===== src/rtl/lcd_pkg.sv =====
// Shared LCD definitions: SPI byte types, arbiter state encoding and defaults.
package lcd_pkg;

    // Byte type presented to the SPI transmitter (drives the LCD DC line).
    localparam logic [1:0] SPI_CMD_NONE    = 2'b00;
    localparam logic [1:0] SPI_CMD_COMMAND = 2'b01;  // DC low
    localparam logic [1:0] SPI_CMD_DATA    = 2'b10;  // DC high

    // Longest time a byte may wait for the transmitter before it is aborted.
    localparam int TIMEOUT_CYCLES_DEFAULT = 65535;

    typedef enum logic [1:0] {
        IDLE    = 2'd0,
        GRANTED = 2'd1,
        WAIT    = 2'd2
    } arb_state_t;

endpackage


===== src/rtl/lcd_rr_picker.sv =====
// Combinational round-robin picker: one-hot winner, searching cyclically
// from the index after 'last'. Zero when no request is pending.
module lcd_rr_picker #(
    parameter int NUM_REQ = 3,
    parameter int IW      = (NUM_REQ > 1) ? $clog2(NUM_REQ) : 1
) (
    input  logic [NUM_REQ-1:0] req,
    input  logic [IW-1:0]      last,
    output logic [NUM_REQ-1:0] winner
);

    int   idx;
    logic found;

    // First set request after 'last', wrapping; 'last' itself is checked last.
    always_comb begin
        winner = '0;
        found  = 1'b0;
        idx    = 0;
        for (int k = 1; k <= NUM_REQ; k++) begin
            idx = (int'(last) + k) % NUM_REQ;
            if (!found && req[idx]) begin
                winner[idx] = 1'b1;
                found       = 1'b1;
            end
        end
    end

endmodule


===== src/rtl/lcd_spi_arbiter.sv =====
// Shares the LCD SPI byte transmitter among NUM_REQ requesters with
// round-robin arbitration, a transaction lock and a per-byte watchdog.
module lcd_spi_arbiter
    import lcd_pkg::*;
#(
    parameter int NUM_REQ        = 3,
    parameter int TIMEOUT_CYCLES = TIMEOUT_CYCLES_DEFAULT,
    parameter int TW             = 16
) (
    input  logic                 clk,
    input  logic                 reset,
    input  logic [NUM_REQ-1:0]   req,
    input  logic [NUM_REQ-1:0]   req_start,
    input  logic [8*NUM_REQ-1:0] req_data,
    input  logic [2*NUM_REQ-1:0] req_cmd,
    output logic [NUM_REQ-1:0]   grant,
    output logic [NUM_REQ-1:0]   req_ready,
    output logic                 err,
    output logic                 busy,
    output logic                 spi_start,
    output logic [7:0]           spi_data,
    output logic [1:0]           spi_cmd,
    input  logic                 spi_ready
);

    localparam int IW = (NUM_REQ > 1) ? $clog2(NUM_REQ) : 1;

    arb_state_t         state, state_nxt;
    logic [IW-1:0]      gidx, gidx_nxt;
    logic [IW-1:0]      last, last_nxt;
    logic [TW-1:0]      timer, timer_nxt;
    logic [NUM_REQ-1:0] grant_nxt, req_ready_nxt, winner;
    logic [IW-1:0]      widx;
    logic               err_nxt, busy_nxt, spi_start_nxt;
    logic [7:0]         spi_data_nxt;
    logic [1:0]         spi_cmd_nxt;

    lcd_rr_picker #(
        .NUM_REQ (NUM_REQ),
        .IW      (IW)
    ) u_picker (
        .req    (req),
        .last   (last),
        .winner (winner)
    );

    // Binary index of the one-hot winner, kept so the owner can be addressed directly.
    always_comb begin
        widx = '0;
        for (int i = 0; i < NUM_REQ; i++) begin
            if (winner[i]) widx = IW'(i);
        end
    end

    // Next-state and next-output logic; every output is registered below.
    always_comb begin
        state_nxt     = state;
        gidx_nxt      = gidx;
        last_nxt      = last;
        timer_nxt     = timer;
        grant_nxt     = grant;
        req_ready_nxt = '0;
        err_nxt       = 1'b0;
        busy_nxt      = busy;
        spi_start_nxt = spi_start;
        spi_data_nxt  = spi_data;
        spi_cmd_nxt   = spi_cmd;
        case (state)
            IDLE: begin
                if (|req) begin
                    grant_nxt = winner;
                    gidx_nxt  = widx;
                    state_nxt = GRANTED;
                end
            end
            GRANTED: begin
                // Release wins over a same-cycle start from the owner.
                if (!req[gidx]) begin
                    grant_nxt = '0;
                    last_nxt  = gidx;
                    state_nxt = IDLE;
                end else if (req_start[gidx]) begin
                    spi_start_nxt = 1'b1;
                    spi_data_nxt  = req_data[int'(gidx)*8 +: 8];
                    spi_cmd_nxt   = req_cmd[int'(gidx)*2 +: 2];
                    timer_nxt     = '0;
                    busy_nxt      = 1'b1;
                    state_nxt     = WAIT;
                end
            end
            WAIT: begin
                if (spi_ready) begin
                    spi_start_nxt       = 1'b0;
                    busy_nxt            = 1'b0;
                    req_ready_nxt[gidx] = 1'b1;
                    state_nxt           = GRANTED;
                end else if (timer == TW'(TIMEOUT_CYCLES - 1)) begin
                    spi_start_nxt = 1'b0;
                    busy_nxt      = 1'b0;
                    err_nxt       = 1'b1;
                    grant_nxt     = '0;
                    last_nxt      = gidx;
                    state_nxt     = IDLE;
                end else begin
                    timer_nxt = timer + 1'b1;
                end
            end
            default: begin
                grant_nxt     = '0;
                busy_nxt      = 1'b0;
                spi_start_nxt = 1'b0;
                state_nxt     = IDLE;
            end
        endcase
    end

    // State and output registers; reset drops the transfer immediately.
    always_ff @(posedge clk or posedge reset) begin
        if (reset) begin
            state     <= IDLE;
            gidx      <= '0;
            last      <= IW'(NUM_REQ - 1);
            timer     <= '0;
            grant     <= '0;
            req_ready <= '0;
            err       <= 1'b0;
            busy      <= 1'b0;
            spi_start <= 1'b0;
            spi_data  <= '0;
            spi_cmd   <= SPI_CMD_NONE;
        end else begin
            state     <= state_nxt;
            gidx      <= gidx_nxt;
            last      <= last_nxt;
            timer     <= timer_nxt;
            grant     <= grant_nxt;
            req_ready <= req_ready_nxt;
            err       <= err_nxt;
            busy      <= busy_nxt;
            spi_start <= spi_start_nxt;
            spi_data  <= spi_data_nxt;
            spi_cmd   <= spi_cmd_nxt;
        end
    end

endmodule


===== config.mk =====
export PLATFORM = sky130hd
export DESIGN_NAME = lcd_spi_arbiter
export DESIGN_NICKNAME = d
export VERILOG_FILES = /design/src/rtl/lcd_pkg.sv /design/src/rtl/lcd_rr_picker.sv /design/src/rtl/lcd_spi_arbiter.sv
export SDC_FILE = /design/constraint.sdc
export NUM_CORES = 1
export LEC_CHECK = 0
export ABC_AREA = 1
export BUFFER_PORTS_ARGS = -buffer_cell sky130_fd_sc_hd__buf_2
export CORE_MARGIN = 2
export CORE_UTILIZATION = 33
export CTS_CLUSTER_DIAMETER = 150
export DETAILED_ROUTE_END_ITERATION = 10
export GPL_TIMING_DRIVEN = 0
export PLACE_DENSITY = 0.63
export SLEW_MARGIN = 20
export SYNTH_ARGS = -nofsm -noshare
export SYNTH_HDL_FRONTEND = slang
export SYNTH_SLANG_ARGS = --single-unit

===== constraint.sdc =====
create_clock -name clk -period 2.1 [get_ports clk]
set_input_delay 0.105 -clock clk [delete_from_list [all_inputs] [get_ports clk]]
set_output_delay 0.105 -clock clk [all_outputs]
set_load 0.1 [all_outputs]

==> results of run 1 <==
## layer usage
layer,track usage [%],up-vias
li1,-,1287
met1,20.4,1115
met2,25.1,64
met3,3.09,6
met4,4.55,0
met5,0,-
## power by group through the flow
stage	clock network, mW	registers, mW	logic [mW]
final	0.633	1.15	2.30
after global placement	0	1.16	2.27
after CTS	0.648	1.15	2.31
after floorplan	0	1.90	1.10
after detailed placement	0	1.16	2.31
after global routing	0.683	1.18	2.53
## state kept, by name, indices dropped and copies added, names as in the netlist
signal,count
spi_start,1
last,2
spi_data,8
state,2
grant,3
err,1
spi_cmd,2
timer,16
req_ready,3
gidx,2
## repair_timing
item                                   in CTS  in global routing
hold buffers                                1                  0
resized for setup                           0                  2
endpoints found under the hold margin      39                  0
setup endpoints to repair                   0                  2
## cells in the mapped netlist, types with 2 or more instances
master    count  area, µm²
a21oi_1       2       10.0
buf_2         3       15.0
buf_6         2       22.5
clkbuf_1      4       15.0
dfrtp_1      39        976
ha_1          6       75.1
inv_1        27        101
inv_2         3       11.3
nand2_1     146        548
nand2_4       3       33.8
nand3_1      51        255
nand4_1       6       37.5
nor2_1       36        135
nor3_1        8       40.0
o21ai_0       6       30.0
o21ai_1       4       20.0
xor2_1        8       70.1
## worst max-delay path, stage by stage (launching register included)
cell and delay, ns:
dfstp_2 0.56, ha_1 0.29, inv_2 0.12, nand2_1 0.05, nand3_1 0.06, nand2_1 0.14
nand3_1 0.12, nand2_1 0.07, o21ai_1 0.21, o21ai_0 0.13
## cells by family after synthesis
| family | count (synthesis) | synth area share [%] |
|---|---|---|
| simple gates | 253 | 43.1 |
| buf+inv | 41 | 7.09 |
| flops | 40 | 40.3 |
| compound gates | 15 | 3.37 |
| xor+xnor | 9 | 3.17 |
| fa+ha+maj | 6 | 3.02 |
## stage by stage
stage,hold slack [ns],worst slack (ns),power (mW),cells
after floorplan,0.171,0.383,3.00,364
after global placement,0.320,0.103,3.43,520
after detailed placement,0.0304,0.0916,3.47,521
after CTS,0.00255,0.0798,4.11,530
after global routing,0.0124,0.0257,4.39,530
final,0.00369,0.227,4.08,530
## worst max-delay path by stage
stage,to,slack [ns],cells past startpoint
5_1_grt,gidx[1],0.03,10
6_report,gidx[1],0.23,9
3_5_place_dp,gidx[1],0.09,9
4_1_cts,gidx[1],0.08,9
3_3_place_gp,gidx[1],0.10,9
2_1_floorplan,gidx[1],0.38,9
## area by class of cell
cell class	instances	area, µm²
sequential	40	1000
inverter	31	116
clock inverter	3	42.5
fill	812	4250
buffer	10	60.1
clock buffer	5	68.8
multi-input combinational	283	1310
timing repair buffer	59	315
tap	99	124
## layout by cell type, fill, tap and decap left out, drive strengths merged
cell type	netlist	routed
nand4	6	6
or2	1	1
dlygate4sd3	0	1
o21ai	10	10
o211ai	1	1
clkinvlp	0	1
inv	30	30
a21oi	2	2
nor3	9	9
nor2	36	36
ha	6	6
dfrtp	39	39
xnor2	1	1
o21bai	1	1
buf	6	64
dfstp	1	1
clkinv	1	2
nand3	51	51
a311oi	1	1
nand2	150	150
clkbuf	4	9
bufinv	0	1
xor2	8	8
==> run metrics, run 1 <==
Top Ports=just under 60; WL final=6.10 mm; CTS Buffer Depth=2; Mapped Nets=409; Peak VDD IR=0.00120 V; Port Buf Inserts=between 50 and 60; placer's final routability congestion estimate=roughly 0.89; final net count=about 480; CTS tree=done; Max Cap Viol=0; Core Area=roughly 7300 µm²; ys async rst share=100%; outcome=complete, no violations; FF-to-FF setup slack=between 0.2 and 0.25 ns; final instance area=slightly above 3000 µm²; Die W=just over 90 µm; Crit Path Class=register to register; Clock Power Share=between 15 and 20%; Root Buffer Master=clkbuf_8; slew at the pin closest to its max-slew limit=around 0.52 ns; worst hold endpoint=err; Pint=approximately 1.9 mW; Post-DRT Antenna Nets=0; final setup fails=0; worst reg2reg path depth=9; final hold vios=0; PwrDens=1340 nW/µm²; fin crit share=approximately nine tenths; clk sink count=40; Detail Route met3 WL=~290 µm; Sw Ratio=roughly 54%; diode count=0; crit end category=register; worst hold-check path type=input port to register; Pins Over Slew Limit=0; Core Rows=31; Logic pwr share=56.4%; Fmax=534 MHz; WP data arrival=just over 2 ns; Syn Area/Cell=between 6 and 7 µm²; HPWL after DPL=4.69 mm; DR WL/cell=11.5 µm; Psw=approximately 2.2 mW; Pleak=1.60 nW; 1st-pass router iterations=4; clk slew on worst S/H paths=roughly 0.08 ns; Hold Startpoint=spi_ready; GRT Util Overall=around 15%; Yosys cell types=27; Vias=~2500; Sequential Power Share=between 20 and 30%; Critical path origin=last[1]; layout cells sized above 1=around 19%; placed instance area=~2900 µm²; # DRC=0; initial antenna violation count=0; R2R Path End=gidx[1]; setup bufs post-CTS=0; Post-synth EDFFs=0; M1 WL=2.93 mm; Die Y=between 90 and 100 µm; starting density of the core=34.1%; vias in the first global route=about 2200; Syn Inst Count=~360; clock latency on the worst-skew pair=around 0.3 ns; crit path time final=around 1.9 ns; global-route wire length before repair=roughly 10 mm; Worst setup SP type=register; ys flop type=dfrtp_1; max layer used=met4; total gr overflow=0; vias per cell=between 4 and 5; CP Max Fanout=7; area grow syn2layout=22.1%; register area share after synthesis=between 40% and 50%; worst hold stages=2; final worst clock skew=around 0.0034 ns; met2 WL post-DR=2.81 mm; cts bufs inserted=5; critical path required time=roughly 2.3 ns; unrepaired setup endpoints after global routing=false; FF+latch count, synth=40; YS warnings=0; H-tree depth=2; setup TNS=0 ns; pin count of the biggest net entering global routing=34; initial drt markers=between 100 and 150; full die area=between 8000 and 9000 µm²; slew margin rel.=65.1%; worst reg2reg startpoint=last[1]; fin util=a little over two fifths; Mapped Area=around 2500 µm²
No activity file was read; power rests on OpenSTA's default activity.
==> run 2, diff against run 1 <==
--- a/config.mk
+++ b/config.mk
@@ -9,10 +9,12 @@
 export BUFFER_PORTS_ARGS = -buffer_cell sky130_fd_sc_hd__buf_2
 export CORE_MARGIN = 2
 export CORE_UTILIZATION = 33
+export CTS_BUF_LIST = sky130_fd_sc_hd__clkbuf_16
 export CTS_CLUSTER_DIAMETER = 150
 export DETAILED_ROUTE_END_ITERATION = 10
 export GPL_TIMING_DRIVEN = 0
 export PLACE_DENSITY = 0.63
+export REMOVE_ABC_BUFFERS = 1
 export SLEW_MARGIN = 20
 export SYNTH_ARGS = -nofsm -noshare
 export SYNTH_HDL_FRONTEND = slang
==> run metrics, run 2 (synthesis gave the netlist of run 1 again) <==
clk sink count=40; PwrDens=1400 nW/µm²; outcome=complete, no violations; initial drt markers=90; final setup fails=0; WP data arrival=2.12 ns; Largest Register=timer; Worst path slowest cell=dfrtp_1; crit-path cells=inv_2, nor2_4, nand2_1, nand3_1, nand2_1, inv_2, nand2_4, nand2_8, nand3_1, nand2_1; Core Rows=31; crit end category=register; starting density of the core=roughly 34%; CTS tree=done; vias per cell=about 4.8; WL final=approximately 5.8 mm; Port Buf Inserts=57; full die area=8250 µm²; # DRC=0; Sw Ratio=52.4%; total gr overflow=0; placed instance area=2860 µm²; Pint=roughly 2.0 mW; worst hold-check path type=input port to register; cts bufs inserted=5; most frequent CP cell=nand2_1; slew margin rel.=68.2%; Max Cap Viol=0; most frequent cells in the layout=nand2_1, buf_2, nand3_1, dfrtp_1, nor2_1; global-route wire length before repair=between 10 and 15 mm; unrepaired setup endpoints after global routing=false; commonest non-fill, non-tap cell in the layout=nand2_1; diode count=0; crit path time final=roughly 1.9 ns; Crit Path Class=register to register; max reg flops=16; 1st-pass router iterations=4; worst path buffer plus inverter count=2; final instance area=3080 µm²; Fillers=between 700 and 800; Worst setup SP type=register; Top Ports=58; Fmax=approximately 530 MHz; final net count=466; GRT Util Overall=between 10% and 20%; DR WL/cell=11.2 µm; critical path required time=approximately 2.3 ns; final worst clock skew=between 0.005 and 0.006 ns; Psw=roughly 2.3 mW; final hold vios=0; Logic pwr share=between 50% and 60%; vias in the first global route=around 2300; fin crit share=approximately 91%; layout cells sized above 1=about a fifth; placer's final routability congestion estimate=around 0.88; Pins Over Slew Limit=0; Crit path largest cell delay=~0.53 ns; Die W=around 91 µm; biggest regs=timer x16, spi_data x8; H-tree depth=2; clock latency on the worst-skew pair=between 0.2 and 0.3 ns; HPWL after DPL=approximately 4.4 mm; Core Area=roughly 7300 µm²; Root Buffer Master=clkbuf_16; Die Y=between 90 and 100 µm; Pleak=approximately 1.6 nW; Sequential Power Share=a little over a quarter; pin count of the biggest net entering global routing=25; CP Max Fanout=24; initial antenna violation count=0; clk slew on worst S/H paths=~0.06 ns; setup TNS=0 ns; Post-DRT Antenna Nets=0; slew at the pin closest to its max-slew limit=0.474 ns; Peak VDD IR=about 0.00074 V; CTS Buffer Depth=2; cell family with most CP delay=simple AND/OR/NAND/NOR gates; Vias=around 2500; Clock Power Share=between 20% and 30%; area grow syn2layout=23.7%
==> run 2: changes by cell type in the layout (fill, tap and decap cells not counted), sizes merged <==
| cell | delta |
|---|---|
| clkinvlp | +1 |
| buf | -5 |
| clkbuf | -4 |
| clkinv | -1 |
==> run 2: repair_timing <==
| action | in CTS | in global routing |
|---|---|---|
| endpoints found under the hold margin | 16 | 0 |
| resized for setup | 3 | 7 |
| pin swaps | 0 | 1 |
| buffers inserted | 0 | 1 |
| hold buffers | 1 | 0 |
| setup endpoints to repair | 27 | 28 |
==> run 2: path summary, 6_finish.rpt <==
| kind | to | from | cells after the start | slack, ns |
|---|---|---|---|---|
| min | err | spi_ready | 2 | 0.02 |
| min in group asynchronous | spi_cmd[1] | reset | 3 | 0.34 |
| max in group asynchronous | last[1] | reset | 4 | 1.23 |
| min reg2reg | grant[2] | grant[2] | 2 | 0.47 |
| max | timer[0] | gidx[0] | 10 | 0.20 |
| max reg2reg | timer[0] | gidx[0] | 10 | 0.20 |
==> run 2: power groups by stage <==
stage,sequential (mW),combinational [mW],clock (mW)
floorplan,1.96,0.964,0
global placement,1.15,2.19,0
detailed placement,1.16,2.23,0
CTS,1.15,2.24,0.877
global route,1.19,2.49,0.908
finish,1.16,2.27,0.866
==> run 2: area by class of cell <==
type | instances | area [µm²] | share of cell area, %
Tap cell | 99 | 124 | 4.02
Sequential cell | 40 | 1000 | 32.6
Multi-Input combinational cell | 283 | 1340 | 43.6
Clock inverter | 3 | 42.5 | 1.38
Timing Repair Buffer | 60 | 323 | 10.5
Inverter | 31 | 120 | 3.90
Clock buffer | 5 | 125 | 4.07
==> run 2: stage by stage <==
step / power [mW] / cells / setup slack (ns) / hold WS, ns / util [%]
detailed placement: 3.38 / 511 / -0.120 / 0.104 / 39.2
global route: 4.59 / 521 / 0.0162 / 0.0328 / 42.2
CTS: 4.27 / 520 / 0.0469 / 0.0212 / 41.7
finish: 4.30 / 521 / 0.195 / 0.0243 / 42.2
global placement: 3.34 / 510 / -0.0754 / 0.309 / 38.9
floorplan: 2.92 / 354 / 0.334 / 0.171 / -
==> run 2: metal layers <==
layer	up-vias	wire, µm	track usage [%]	part of all wire, %
li1	1274	-	-	-
met5	-	0	0	0
met4	0	30	3.03	0.51
met2	63	2690	24.8	46
met1	1136	2860	19.8	49
met3	4	274	2.92	4.7
